**src/rtl/mask_pkg.sv**
```systemverilog
`default_nettype none
// ============================================================================
// Module      : mask_pkg
// Description : Shared types and defaults for the mask pipeline (sync
//               controller, frame controller, mask generator).
// Revision    : 1.0 - initial release
// ============================================================================
package mask_pkg;

  // Frame sequencer states
  typedef enum logic [2:0] {
    IDLE     = 3'd0,
    WAIT_SOF = 3'd1,
    RUN      = 3'd2,
    DRAIN    = 3'd3,
    DONE     = 3'd4
  } frame_state_e;

  localparam int          H_ACTIVE_DEF    = 640;
  localparam int          V_ACTIVE_DEF    = 480;
  localparam int          CNT_W_DEF       = 20;
  localparam logic [31:0] THR_DEFAULT_DEF = 32'd300;

endpackage : mask_pkg
`default_nettype wire

```
**src/rtl/mask_fg_counter.sv**
```systemverilog
`default_nettype none
// ============================================================================
// Module      : mask_fg_counter
// Description : Saturating foreground-pixel counter with synchronous clear.
//               Exposes the next-state value so a frame's final count
//               (including a pixel counted this cycle) can be captured.
// Revision    : 1.0 - initial release
// ============================================================================
module mask_fg_counter #(
  parameter int CNT_W = 20
) (
  input  logic             clk,
  input  logic             rst,
  input  logic             clear,
  input  logic             inc,
  output logic [CNT_W-1:0] count_next
);

  logic [CNT_W-1:0] count_q;

  // Next count: clear wins over increment; increment stops at all-ones
  always_comb begin
    count_next = count_q;
    if (clear) begin
      count_next = '0;
    end else if (inc && (count_q != {CNT_W{1'b1}})) begin
      count_next = count_q + CNT_W'(1);
    end
  end

  // Count register
  always_ff @(posedge clk) begin
    if (rst) begin
      count_q <= '0;
    end else begin
      count_q <= count_next;
    end
  end

endmodule : mask_fg_counter
`default_nettype wire

```
**src/rtl/mask_frame_ctrl.sv**
```systemverilog
`default_nettype none
// ============================================================================
// Module      : mask_frame_ctrl
// Description : Frame-level sequencer for the mask generator. Gates pixel
//               reads on whole-frame boundaries, applies threshold updates
//               only at start of frame, and reports a per-frame foreground
//               count with a done pulse.
// Revision    : 1.0 - initial release
// ============================================================================
module mask_frame_ctrl
  import mask_pkg::*;
#(
  parameter int          H_ACTIVE    = H_ACTIVE_DEF,
  parameter int          V_ACTIVE    = V_ACTIVE_DEF,
  parameter int          CNT_W       = CNT_W_DEF,
  parameter logic [31:0] THR_DEFAULT = THR_DEFAULT_DEF
) (
  input  logic             clk_25,
  input  logic             rst,
  input  logic             enable,
  input  logic             single,
  input  logic [31:0]      thr_in,
  input  logic             thr_load,
  input  logic             pix_valid,
  input  logic [9:0]       sync_x,
  input  logic [9:0]       sync_y,
  output logic             read,
  output logic [31:0]      threshold,
  input  logic             mask_valid,
  input  logic             mask,
  input  logic [9:0]       mask_x,
  input  logic [9:0]       mask_y,
  output logic             busy,
  output logic             frame_done,
  output logic [CNT_W-1:0] fg_count
);

  localparam logic [9:0] c_x_last = 10'(H_ACTIVE - 1);
  localparam logic [9:0] c_y_last = 10'(V_ACTIVE - 1);

  frame_state_e     state_q, state_d;
  logic [31:0]      threshold_q, threshold_d;
  logic [31:0]      pending_q, pending_d;
  logic             pend_flag_q, pend_flag_d;
  logic             single_q, single_d;
  logic             busy_q, busy_d;
  logic             frame_done_q, frame_done_d;
  logic [CNT_W-1:0] fg_count_q, fg_count_d;

  logic             w_sof;
  logic             w_last;
  logic             w_pix_last;
  logic             w_sof_accept;
  logic             w_cnt_inc;
  logic [CNT_W-1:0] w_cnt_next;

  // Frame boundary detection on the pixel stream and the mask result stream
  always_comb begin
    w_sof      = pix_valid && (sync_x == 10'd0) && (sync_y == 10'd0);
    w_pix_last = pix_valid && (sync_x == c_x_last) && (sync_y == c_y_last);
    w_last     = mask_valid && (mask_x == c_x_last) && (mask_y == c_y_last);
    w_cnt_inc  = ((state_q == RUN) || (state_q == DRAIN)) && mask_valid && !mask;
  end

  // Sequencer next-state, read gating, SOF-aligned threshold and count capture
  always_comb begin
    state_d      = state_q;
    threshold_d  = threshold_q;
    pending_d    = pending_q;
    pend_flag_d  = pend_flag_q;
    single_d     = single_q;
    fg_count_d   = fg_count_q;
    w_sof_accept = 1'b0;
    read         = 1'b0;

    case (state_q)
      IDLE: begin
        if (enable) state_d = WAIT_SOF;
      end
      WAIT_SOF: begin
        if (!enable) begin
          state_d = IDLE;
        end else if (w_sof) begin
          state_d      = RUN;
          w_sof_accept = 1'b1;
          read         = 1'b1;
        end
      end
      RUN: begin
        read = pix_valid;
        if (w_last) begin
          state_d    = DONE;
          fg_count_d = w_cnt_next;
        end else if (w_sof) begin
          // Frame lost pixels: restart on the new frame without reporting
          w_sof_accept = 1'b1;
        end else if (w_pix_last) begin
          state_d = DRAIN;
        end
      end
      DRAIN: begin
        if (w_last) begin
          state_d    = DONE;
          fg_count_d = w_cnt_next;
        end
      end
      DONE: begin
        state_d = (enable && !single_q) ? WAIT_SOF : IDLE;
      end
      default: begin
        state_d = IDLE;
      end
    endcase

    // Pending value is consumed before a same-cycle load overwrites it
    if (w_sof_accept) begin
      single_d = single;
      if (pend_flag_q) begin
        threshold_d = pending_q;
        pend_flag_d = 1'b0;
      end
    end
    if (thr_load) begin
      pending_d   = thr_in;
      pend_flag_d = 1'b1;
    end

    frame_done_d = (state_d == DONE);
    busy_d       = (state_d == WAIT_SOF) || (state_d == RUN) || (state_d == DRAIN);
  end

  // Sequencer state and registered outputs
  always_ff @(posedge clk_25) begin
    if (rst) begin
      state_q      <= IDLE;
      threshold_q  <= THR_DEFAULT;
      pending_q    <= THR_DEFAULT;
      pend_flag_q  <= 1'b0;
      single_q     <= 1'b0;
      busy_q       <= 1'b0;
      frame_done_q <= 1'b0;
      fg_count_q   <= '0;
    end else begin
      state_q      <= state_d;
      threshold_q  <= threshold_d;
      pending_q    <= pending_d;
      pend_flag_q  <= pend_flag_d;
      single_q     <= single_d;
      busy_q       <= busy_d;
      frame_done_q <= frame_done_d;
      fg_count_q   <= fg_count_d;
    end
  end

  mask_fg_counter #(
    .CNT_W (CNT_W)
  ) u_fg_counter (
    .clk        (clk_25),
    .rst        (rst),
    .clear      (w_sof_accept),
    .inc        (w_cnt_inc),
    .count_next (w_cnt_next)
  );

  assign threshold  = threshold_q;
  assign busy       = busy_q;
  assign frame_done = frame_done_q;
  assign fg_count   = fg_count_q;

endmodule : mask_frame_ctrl
`default_nettype wire

```
**config.mk**
```make
export PLATFORM = sky130hd
export DESIGN_NAME = mask_frame_ctrl
export DESIGN_NICKNAME = d
export VERILOG_FILES = /design/src/rtl/mask_pkg.sv /design/src/rtl/mask_fg_counter.sv /design/src/rtl/mask_frame_ctrl.sv
export SDC_FILE = /design/constraint.sdc
export NUM_CORES = 1
export LEC_CHECK = 0
export BUFFER_PORTS_ARGS = -buffer_cell sky130_fd_sc_hd__buf_2
export CORE_MARGIN = 3
export CORE_UTILIZATION = 45
export CTS_CLUSTER_SIZE = 10
export DETAILED_ROUTE_END_ITERATION = 7
export PLACE_DENSITY = 0.7
export SYNTH_ARGS = -nofsm -noshare
export SYNTH_HDL_FRONTEND = slang
export SYNTH_HIERARCHICAL = 1
export SYNTH_SLANG_ARGS = --single-unit
```
**constraint.sdc**
```tcl
create_clock -name clk_25 -period 6.9 [get_ports clk_25]
set_input_delay 1.035 -clock clk_25 [delete_from_list [all_inputs] [get_ports clk_25]]
set_output_delay 1.035 -clock clk_25 [all_outputs]
set_load 0.02 [all_outputs]
```
; After elaboration in Yosys (flattened, before gate mapping)
; Cells that the tools add are included.
[classes]
n_addsub = 1
n_eq_ne = 13
mux = 18
reduce_logical = 22
[op_table]
columns = operator, count
row1 = 20-bit 2-to-1 mux, 2
row2 = 3-bit 2-to-1 mux, 7
row3 = "20-bit by 1-bit adder with 20-bit output, second input constant", 1
row4 = "10-bit equality test, second input constant", 2
row5 = "10-bit by 9-bit equality test with 1-bit output, second input constant", 2
row6 = 10-bit zero test, 2
row7 = "20-bit inequality test, second input constant", 1
row8 = 3-bit case mux with 5 select lines, 1
row9 = "3-bit by 2-bit equality test with 1-bit output, second input constant", 4
row10 = 1-bit logical AND, 10
row11 = "3-bit by 1-bit equality test with 1-bit output, second input constant", 2
row12 = "3-bit equality test, second input constant", 2
row13 = 1-bit 2-to-1 mux, 6
row14 = 1-bit case mux with 2 select lines, 2
row15 = 2-bit AND reduction, 2
row16 = 3-bit zero test, 1
row17 = 1-bit logical OR, 3
row18 = 1-bit zero test, 2
row19 = 2-bit nonzero test, 1
row20 = 2-bit OR reduction, 1
[word_totals]
register_bits = 111
input_bits = 80
out_inout_bits = 55
elab_cells = 63

; Depth between registers and ports, before layout
; Gate-level depths: netlist of run 1.
[logic_depth]
ltp_word = 10
depth_mapped = 10
mapped_depth_nobuf = 9

; Modules after synthesis
; Netlist of run 1, hierarchy kept.
[modules_own_cells]
columns = module, instances, cells_per_inst, area_per_inst_um2, seq_area_each_um2
row1 = mask_frame_ctrl, 1, 375, 3778.6, 1821.7
row2 = mask_fg_counter, 1, 142, 1123.6, 400.4

; Least setup slack after synthesis of run 1
; Ideal clock, no wire load.
[synth_timing]
path_type = in2out
startpoint = input port sync_y[3]
endpoint = output port read
arrival_ns = 2.112
t_required_ns = 5.865
setup_slack_ns = 3.753
path_stages = 4
path_buffers = 0
path_cell_list = or4_4 > nor2_4 > nand4b_1 > o21ai_0
[synth_between]
elab_chain_cells = 5
[synth_rtl]
columns = element, line_no
row1 = from (decl), mask_frame_ctrl.sv:26  ; input logic [9:0] sync_y,
row2 = 10-bit zero test, mask_frame_ctrl.sv:59  ; w_sof = pix_valid && (sync_x == 10'd0) && (sync_y == 10'd0);
row3 = 1-bit logical AND, mask_frame_ctrl.sv:59
row4 = 1-bit 2-to-1 mux, mask_frame_ctrl.sv:83  ; end else if (w_sof) begin
row5 = 1-bit 2-to-1 mux, mask_frame_ctrl.sv:81  ; if (!enable) begin
row6 = 1-bit case mux with 2 select lines, mask_frame_ctrl.sv:76  ; case (state_q)
row7 = to (decl), mask_frame_ctrl.sv:27  ; output logic read,
; Every way passes these cells.

; Worst setup path after layout of run 1
; Ends and elaborated chain as after synthesis.

==> flow_summary.toml, run 1 <==
[placed_design]
port_buffers = 134
dpl.hpwl_um = 8141
dp.cells = 764
gp_routability_congestion = 0.8568
postPlaceCellArea_sq_um = 5644

[global_route]
grt_pass1_vias = 3749
grt.total_usage_pct = 17.97
largest_net_degree_at_the_start_of_global_routing = 76
antenna_violations_before_repair = 0
global_route.overflow_total = 0
wire_length_of_the_first_global_routing_pass_um = 17370

[yosys]
synth_async_sr_flop_share_pct = 0
post_synthesis_simple_gate_area_fraction_pct = 28.33
yosys.area_share.adder_pct = 0.2552
post_synthesis_compound_gate_area_fraction_pct = 3.803
synth_top_family_by_area = "simple AND/OR/NAND/NOR gates"
synthTopCellsByCount = "sky130_fd_sc_hd__dfxtp_1, sky130_fd_sc_hd__nor2_1, sky130_fd_sc_hd__mux2i_1"
post_synth_xor_area_fraction_pct = 2.680
synth_area_sq_um = 4902
synth-edff-count = 0
syn_nets = 598
post-synth-top-area-fraction_pct = 45.33
synth.area.mux_share_pct = 16.74
ys_seq_area_share_pct = 45.33
postSynthRegisterBits = 111
most_used_standard_cell_by_instance_count_after_synthesis = "sky130_fd_sc_hd__dfxtp_1"
postSynth.topFlopCell = "sky130_fd_sc_hd__dfxtp_1"
syn-instance-count = 517
synth_area_leaders = "sky130_fd_sc_hd__dfxtp_1, sky130_fd_sc_hd__mux2i_1, sky130_fd_sc_hd__nor2_1, sky130_fd_sc_hd__nand2b_1, sky130_fd_sc_hd__nand4_1"
yosys.area.top_type = "sky130_fd_sc_hd__dfxtp_1"
syn_area_per_cell_sq_um = 9.482
post_synth_num_cell_types = 51
synth.yosys.warnings = 6

[clock_network]
postCtsSetupRepairBufs = 0
cts.reportedPaths.clkPinSlew_ps = 120
tritoncts = "done"
htree_levels = 3
root_buffer = "sky130_fd_sc_hd__clkbuf_8"
clock_path_buffers = 2
cts_hold_buffers = 0
clk-insertion-delay-late_ps = 370
cts_made_buffers = 9
clkSinkCount = 111
cts_resized = 0

[worst_setup_path]
cp-end-kind = "output pin"
path_cells = "buf_2 > or4_4 > nor2_4 > nand4b_1 > o21ai_0 > buf_2"
worstSetupPathType = "input pin to output pin"
max_stage_delay_ps = 560
timing.critical_path.required_ps = 5860
critPathArrivalTime_ps = 2390
path_max_fanout = 5
critical_path.most_common_cell = "sky130_fd_sc_hd__buf_2"
reg2reg_depth = 9
timing.critical_path.max_delay_family = "simple AND/OR/NAND/NOR gates"
cp.buffers_inverters = 2
crit_cells = 6
cpMaxStageDelayCell = "sky130_fd_sc_hd__or4_4"
crit_path_start_kind = "input pin"

[drt]
route.detailed.wl_per_inst_um = 14.33
route.vias.total = 3985
detail-route-antenna-nets = 0
remaining_drc_errors = 0
avgViaCountPerCell = 5.109
routed_wl_um = 11180
pre_antenna_drt_iters = 4
dr.first_iter.drc_count = 215

[floorplanning]
overall_die_area_sq_um = 12180
core_region_area_sq_um = 10460
floorplan.initialDensity_pct = 46.85
fp.dieH_um = 110.4
row_count = 37
ios = 135
chipWidth_um = 110.4

[power_and_ir_drop]
power.ir.vdd_worst_mv = 0.1400
power.leakage_nw = 2.873
power_density_nw_per_um2 = 191.0

[sta]
totalNegativeSetupSlack_ps = 0
post_route_fraction_of_the_period_consumed_by_the_critical_path_pct = 49.61
timing_limited_maximum_frequency_mhz = 292.1
timing.slew.headroom_pct = 31.66
timing.final.crit_period_ps = 3423
hold_viol = 0
report.final.slew_viol_count = 0
clock-skew-final_ps = 12.71
rsz0062_at_grt = "false"
setup-violations-final = 0
tightest_slew_ps = 1025

[worst_hold_path]
worst_hold_path_type = "flip-flop to flip-flop"
holdPathStages = 2

[final_layout]
flow.area_growth_from_synthesis_pct = 18.96
fin_area_sq_um = 5832
antenna-diode-count = 0
nNetsFinal = 720
final_util_pct = 55.74
layout-drive-gt1-share_pct = 26.09
finalNonFillerCells = 780

[flow_run]
max_cap_viol_count = 0

[run_status]
result_of_the_run = "complete, no violations"
-- path summary, 6_finish.rpt --
kind	start	endpoint	slack, ps
setup / recovery	sync_y[3]	read	3480
hold / removal	pending_q[19]	threshold[19]	460
setup reg to reg	state_q[2]	fg_count[17]	4340
hold reg to reg	pending_q[19]	threshold[19]	460
-- final cells by class --
type,instances,area [sq um]
clock buffers,10,137.6
clock inverters,6,50.05
fillers,1005,4631
inverters,3,11.26
multi-input cells,376,2540
flip-flops and latches,111,2222
well taps,136,170.2
repair buffers,138,700.7
-- through the flow --
stage | hold slack [ps] | total power (W) | setup slack, ps
2_1_floorplan | 448.0 | 0.0007158 | 3753
3_3_place_gp | 452.0 | 0.0007475 | 3436
3_5_place_dp | 462.5 | 0.0007507 | 3385
4_1_cts | 464.0 | 0.001127 | 3494
5_1_grt | 478.9 | 0.001161 | 3421
6_report | 457.8 | 0.001114 | 3477
-- state kept, by name, indices dropped and copies added, names as in the netlist --
signal and cells:
state_q 3, u_fg_counter/count_q 20, busy 1, pend_flag_q 1, threshold 32, fg_count 20, pending_q 32, frame_done 1
single_q 1
-- power by group --
group          leakage (nW)  switching [W]  internal, W
clock network        0.0952       0.000232     0.000147
logic                  1.88      0.0000370    0.0000388
registers             0.902     0.00000651     0.000653
total                  2.87       0.000275     0.000838
-- metal layers --
metal / global-route usage [%] / vias to the layer above / share of wire (%)
met4: 4.485 / 0 / 0.74
met5: 0 / - / 0
li1: - / 2026 / -
met3: 3.669 / 8 / 5.7
met1: 22.24 / 1853 / 44
met2: 31.89 / 98 / 49
-- cells in the final DEF, fill, tap and decap left out, types with 2 or more instances in the layout --
cell type | netlist | final
sky130_fd_sc_hd__clkbuf_8 | 0 | 10
sky130_fd_sc_hd__nor3b_1 | 2 | 2
sky130_fd_sc_hd__nand3b_1 | 3 | 3
sky130_fd_sc_hd__xor2_1 | 6 | 6
sky130_fd_sc_hd__and4_1 | 2 | 2
sky130_fd_sc_hd__and2_1 | 3 | 3
sky130_fd_sc_hd__nand3_1 | 10 | 10
sky130_fd_sc_hd__buf_4 | 0 | 4
sky130_fd_sc_hd__nor2b_1 | 5 | 5
sky130_fd_sc_hd__inv_6 | 0 | 2
sky130_fd_sc_hd__nand4b_1 | 7 | 7
sky130_fd_sc_hd__or4_1 | 2 | 2
sky130_fd_sc_hd__nand2b_1 | 60 | 60
sky130_fd_sc_hd__and3_1 | 6 | 6
sky130_fd_sc_hd__buf_2 | 4 | 134
sky130_fd_sc_hd__nor2_1 | 101 | 101
sky130_fd_sc_hd__mux2i_1 | 82 | 82
sky130_fd_sc_hd__nand2_1 | 5 | 5
sky130_fd_sc_hd__a211o_1 | 4 | 4
sky130_fd_sc_hd__o21ai_0 | 4 | 4
sky130_fd_sc_hd__o21ai_1 | 3 | 3
sky130_fd_sc_hd__nand4_1 | 13 | 13
sky130_fd_sc_hd__nor3_1 | 5 | 5
sky130_fd_sc_hd__dfxtp_1 | 111 | 111
sky130_fd_sc_hd__nor4_1 | 9 | 9
sky130_fd_sc_hd__xnor2_1 | 9 | 9
sky130_fd_sc_hd__a21oi_1 | 11 | 11
sky130_fd_sc_hd__inv_1 | 3 | 3
sky130_fd_sc_hd__o2111ai_1 | 2 | 2
-- worst min-delay path: stages, from the launching register on --
cell                       delay, ps
sky130_fd_sc_hd__dfxtp_1         320
sky130_fd_sc_hd__nand2b_1         60
sky130_fd_sc_hd__mux2i_1          50
-- cell families (layout without fill, tap and decap cells) --
logic type / after synthesis / after routing
AOI/OAI and AO/OA: 29 / 29
xor gates and xnor gates: 15 / 15
adders and majority gates: 1 / 1
buffers and inverters: 30 / 157
DFF: 111 / 111
muxes: 82 / 82
and+or+nand+nor: 249 / 249
Note: power is estimated with default switching activity, not from simulation.
==> run 2, diff against run 1 <==
--- a/config.mk
+++ b/config.mk
@@ -5,12 +5,13 @@
 export SDC_FILE = /design/constraint.sdc
 export NUM_CORES = 1
 export LEC_CHECK = 0
+export ABC_AREA = 1
 export BUFFER_PORTS_ARGS = -buffer_cell sky130_fd_sc_hd__buf_2
 export CORE_MARGIN = 3
 export CORE_UTILIZATION = 45
 export CTS_CLUSTER_SIZE = 10
 export DETAILED_ROUTE_END_ITERATION = 7
-export PLACE_DENSITY = 0.7
+export PLACE_DENSITY = 0.72
 export SYNTH_ARGS = -nofsm -noshare
 export SYNTH_HDL_FRONTEND = slang
 export SYNTH_HIERARCHICAL = 1
==> constraint.sdc (replaced) <==
create_clock -name clk_25 -period 3.1 [get_ports clk_25]
set_input_delay 0.465 -clock clk_25 [delete_from_list [all_inputs] [get_ports clk_25]]
set_output_delay 0.465 -clock clk_25 [all_outputs]
set_load 0.02 [all_outputs]
==> run 2 against run 1 <==
Core utilization shrank 0.92 points. Final cell count grew 43%. Synthesized area grew 14%. Worst setup slack lost 2600 ps. Non-clock buffer count grew 8. Combinational power grew 150%. First-iteration DRC count grew 54%. Global-route usage grew 0.44 points. Critical path type is now flip-flop to flip-flop. Largest power group unchanged. Highest routed layer unchanged.
==> flow_summary.toml, run 2 <==
[run_status]
result_of_the_run = "complete, no violations"

[yosys]
postSynthRegisterBits = 111
syn_nets = 907
synthTopCellsByCount = "sky130_fd_sc_hd__nand2_1, sky130_fd_sc_hd__inv_1, sky130_fd_sc_hd__dfxtp_1"
most_used_standard_cell_by_instance_count_after_synthesis = "sky130_fd_sc_hd__nand2_1"
post_synth_num_cell_types = 30
postSynth.topFlopCell = "sky130_fd_sc_hd__dfxtp_1"
synth_area_sq_um = 5585
synth.yosys.warnings = 6
syn-instance-count = 826
syn_area_per_cell_sq_um = 6.762
ys_seq_area_share_pct = 39.78
synth_async_sr_flop_share_pct = 0
post-synth-top-area-fraction_pct = 39.78
synth_area_leaders = "sky130_fd_sc_hd__dfxtp_1, sky130_fd_sc_hd__nand2_1, sky130_fd_sc_hd__inv_1, sky130_fd_sc_hd__nand3_2, sky130_fd_sc_hd__nor2_1"
synth-edff-count = 0
yosys.area.top_type = "sky130_fd_sc_hd__dfxtp_1"

[floorplanning]
overall_die_area_sq_um = 13790
chipWidth_um = 117.4
row_count = 40
ios = 135
floorplan.initialDensity_pct = 46.31
fp.dieH_um = 117.4
core_region_area_sq_um = 12060

[sta]
timing.slew.headroom_pct = 51.99
post_route_fraction_of_the_period_consumed_by_the_critical_path_pct = 71.30
report.final.slew_viol_count = 0
rsz0062_at_grt = "false"
timing.final.crit_period_ps = 2210
timing_limited_maximum_frequency_mhz = 452.4
totalNegativeSetupSlack_ps = 0
setup-violations-final = 0
tightest_slew_ps = 719.3
clock-skew-final_ps = 10.12
hold_slack_ps = 323.7
hold_viol = 0

[clock_network]
htree_levels = 3
clkSinkCount = 111
clk-insertion-delay-late_ps = 360
cts_hold_buffers = 0
postCtsSetupRepairBufs = 0
cts.reportedPaths.clkPinSlew_ps = 80
tritoncts = "done"
root_buffer = "sky130_fd_sc_hd__clkbuf_16"
cts_resized = 0
cts_made_buffers = 9
clock_path_buffers = 2

[flow_run]
max_cap_viol_count = 0

[placed_design]
dpl.hpwl_um = 9293
gp_routability_congestion = 0.8796
port_buffers = 134

[global_route]
global_route.overflow_total = 0
wire_length_of_the_first_global_routing_pass_um = 21430
grt_pass1_vias = 4644
antenna_violations_before_repair = 0
grt.total_usage_pct = 18.41
largest_net_degree_at_the_start_of_global_routing = 62

[power_and_ir_drop]
netSwitchingFraction_pct = 24.18
seq_power_share_pct = 53.3
cellInternalPower_w = 0.002089
combinationalPowerShare_pct = 6.7
power.ir.vdd_worst_mv = 0.2945
pwr-share-clk_pct = 40.0
power.leakage_nw = 3.349
power_density_nw_per_um2 = 416.7
netSwitchingPower_w = 0.0006665

[final_layout]
antenna-diode-count = 0
storage_cell_area_sq_um = 2222
nNetsFinal = 1024
layout_common_cells = "sky130_fd_sc_hd__nand2_1, sky130_fd_sc_hd__inv_1, sky130_fd_sc_hd__buf_2"
layout.cells.most_common = "sky130_fd_sc_hd__nand2_1"
layout-drive-gt1-share_pct = 24.68
multi_input_area_sq_um = 2522
fill_cells = 1255
flow.area_growth_from_synthesis_pct = 18.39

[drt]
routed_wl_um = 12780
m1WireLength_um = 6100
route.vias.total = 5188
route.met2.wl_um = 5929
route.detailed.wl_per_inst_um = 11.45
detailed_routed_wire_length_on_met3_um = 556
detail-route-antenna-nets = 0
remaining_drc_errors = 0
pre_antenna_drt_iters = 5
dr.first_iter.drc_count = 331
top_layer_used = "met4"
avgViaCountPerCell = 4.649

[worst_setup_path]
crit_path_start_kind = "flip-flop"
cp-end-kind = "flip-flop"
worstSetupPathType = "flip-flop to flip-flop"
critPathArrivalTime_ps = 2460
path_max_fanout = 30
timing.critical_path.required_ps = 3350

[worst_hold_path]
worst_hold_path_type = "input pin to flip-flop"
run 2: cell types whose count changed after synthesis, moves of 10 or more:
cell / previous run / this run
sky130_fd_sc_hd__nand2_1: 5 / 195
sky130_fd_sc_hd__nand2b_1: 60 / 0
sky130_fd_sc_hd__nand4_1: 13 / 41
sky130_fd_sc_hd__o21ai_0: 4 / 30
sky130_fd_sc_hd__inv_2: 0 / 10
sky130_fd_sc_hd__a21oi_1: 11 / 31
sky130_fd_sc_hd__nor2_1: 101 / 83
sky130_fd_sc_hd__nand3_2: 0 / 32
sky130_fd_sc_hd__nor2_2: 0 / 22
sky130_fd_sc_hd__inv_1: 3 / 150
sky130_fd_sc_hd__nand3_1: 10 / 55
sky130_fd_sc_hd__mux2i_1: 82 / 0
run 2: per-stage QoR:
step                total power, W  std cells  setup slack (ps)  instance area, sq um  utilization (%)
finish                    0.002756       1116             889.7                  6613            54.82
global route              0.002869       1116             653.2                  6613            54.82
CTS                       0.002786       1116             879.0                  6613            54.82
detailed placement        0.001688       1100             831.4                  6332            52.50
global placement          0.001685       1100             874.6                  6332            52.50
floorplan                 0.001604        826              1430                  5585                -
run 2: routing by layer:
metal,GRT usage [%],vias up
li1,-,2783
met1,24.46,2287
met2,29.66,105
met3,5.063,13
met4,4.912,0
met5,0,-
run 2: path summary, 6_finish.rpt:
check / start / to / slack, ps / cells past startpoint
hold / removal: thr_in[8] / pending_q[8] / 320 / 3
setup reg to reg: u_fg_counter/count_q[0] / fg_count[11] / 890 / 12
hold reg to reg: pending_q[14] / pending_q[14] / 460 / 2
setup / recovery: u_fg_counter/count_q[0] / fg_count[11] / 890 / 12
run 2: layout make-up:
cell class / count / area share [%]
multi-input cells: 514 / 38.15
clock inverters: 6 / 0.7758
flip-flops and latches: 111 / 33.60
inverters: 161 / 9.139
repair buffers: 146 / 11.69
well taps: 168 / 3.179
clock buffers: 10 / 3.463
run 2: worst max-delay path, stage by stage (launching register included):
cell and delay, ps:
sky130_fd_sc_hd__dfxtp_1 390, sky130_fd_sc_hd__ha_1 220, sky130_fd_sc_hd__nand2_1 80, sky130_fd_sc_hd__nor2_2 130, sky130_fd_sc_hd__nand2_2 70, sky130_fd_sc_hd__nor2_2 90, sky130_fd_sc_hd__nand3_2 550, sky130_fd_sc_hd__nand2_1 250
sky130_fd_sc_hd__nand2_1 80, sky130_fd_sc_hd__nand3_2 80, sky130_fd_sc_hd__inv_1 40, sky130_fd_sc_hd__nand2_1 60, sky130_fd_sc_hd__nand2_1 50
run 2: power by group through the flow:
stage               Sequential (W)  Combinational (W)  Clock, W
floorplan                  0.00150           0.000107         0
global placement           0.00150           0.000184         0
detailed placement         0.00150           0.000186         0
CTS                        0.00147           0.000187   0.00113
global route               0.00147           0.000213   0.00118
finish                     0.00147           0.000186   0.00110
run 2: kinds of logic after synthesis:
logic type / count (synthesis) / share of synthesized area, %
compound gates: 63 / 5.712
simple gates: 449 / 39.07
fa+ha+maj: 1 / 0.2240
xor+xnor: 1 / 0.1568
flops: 111 / 39.78
buf+inv: 201 / 15.05
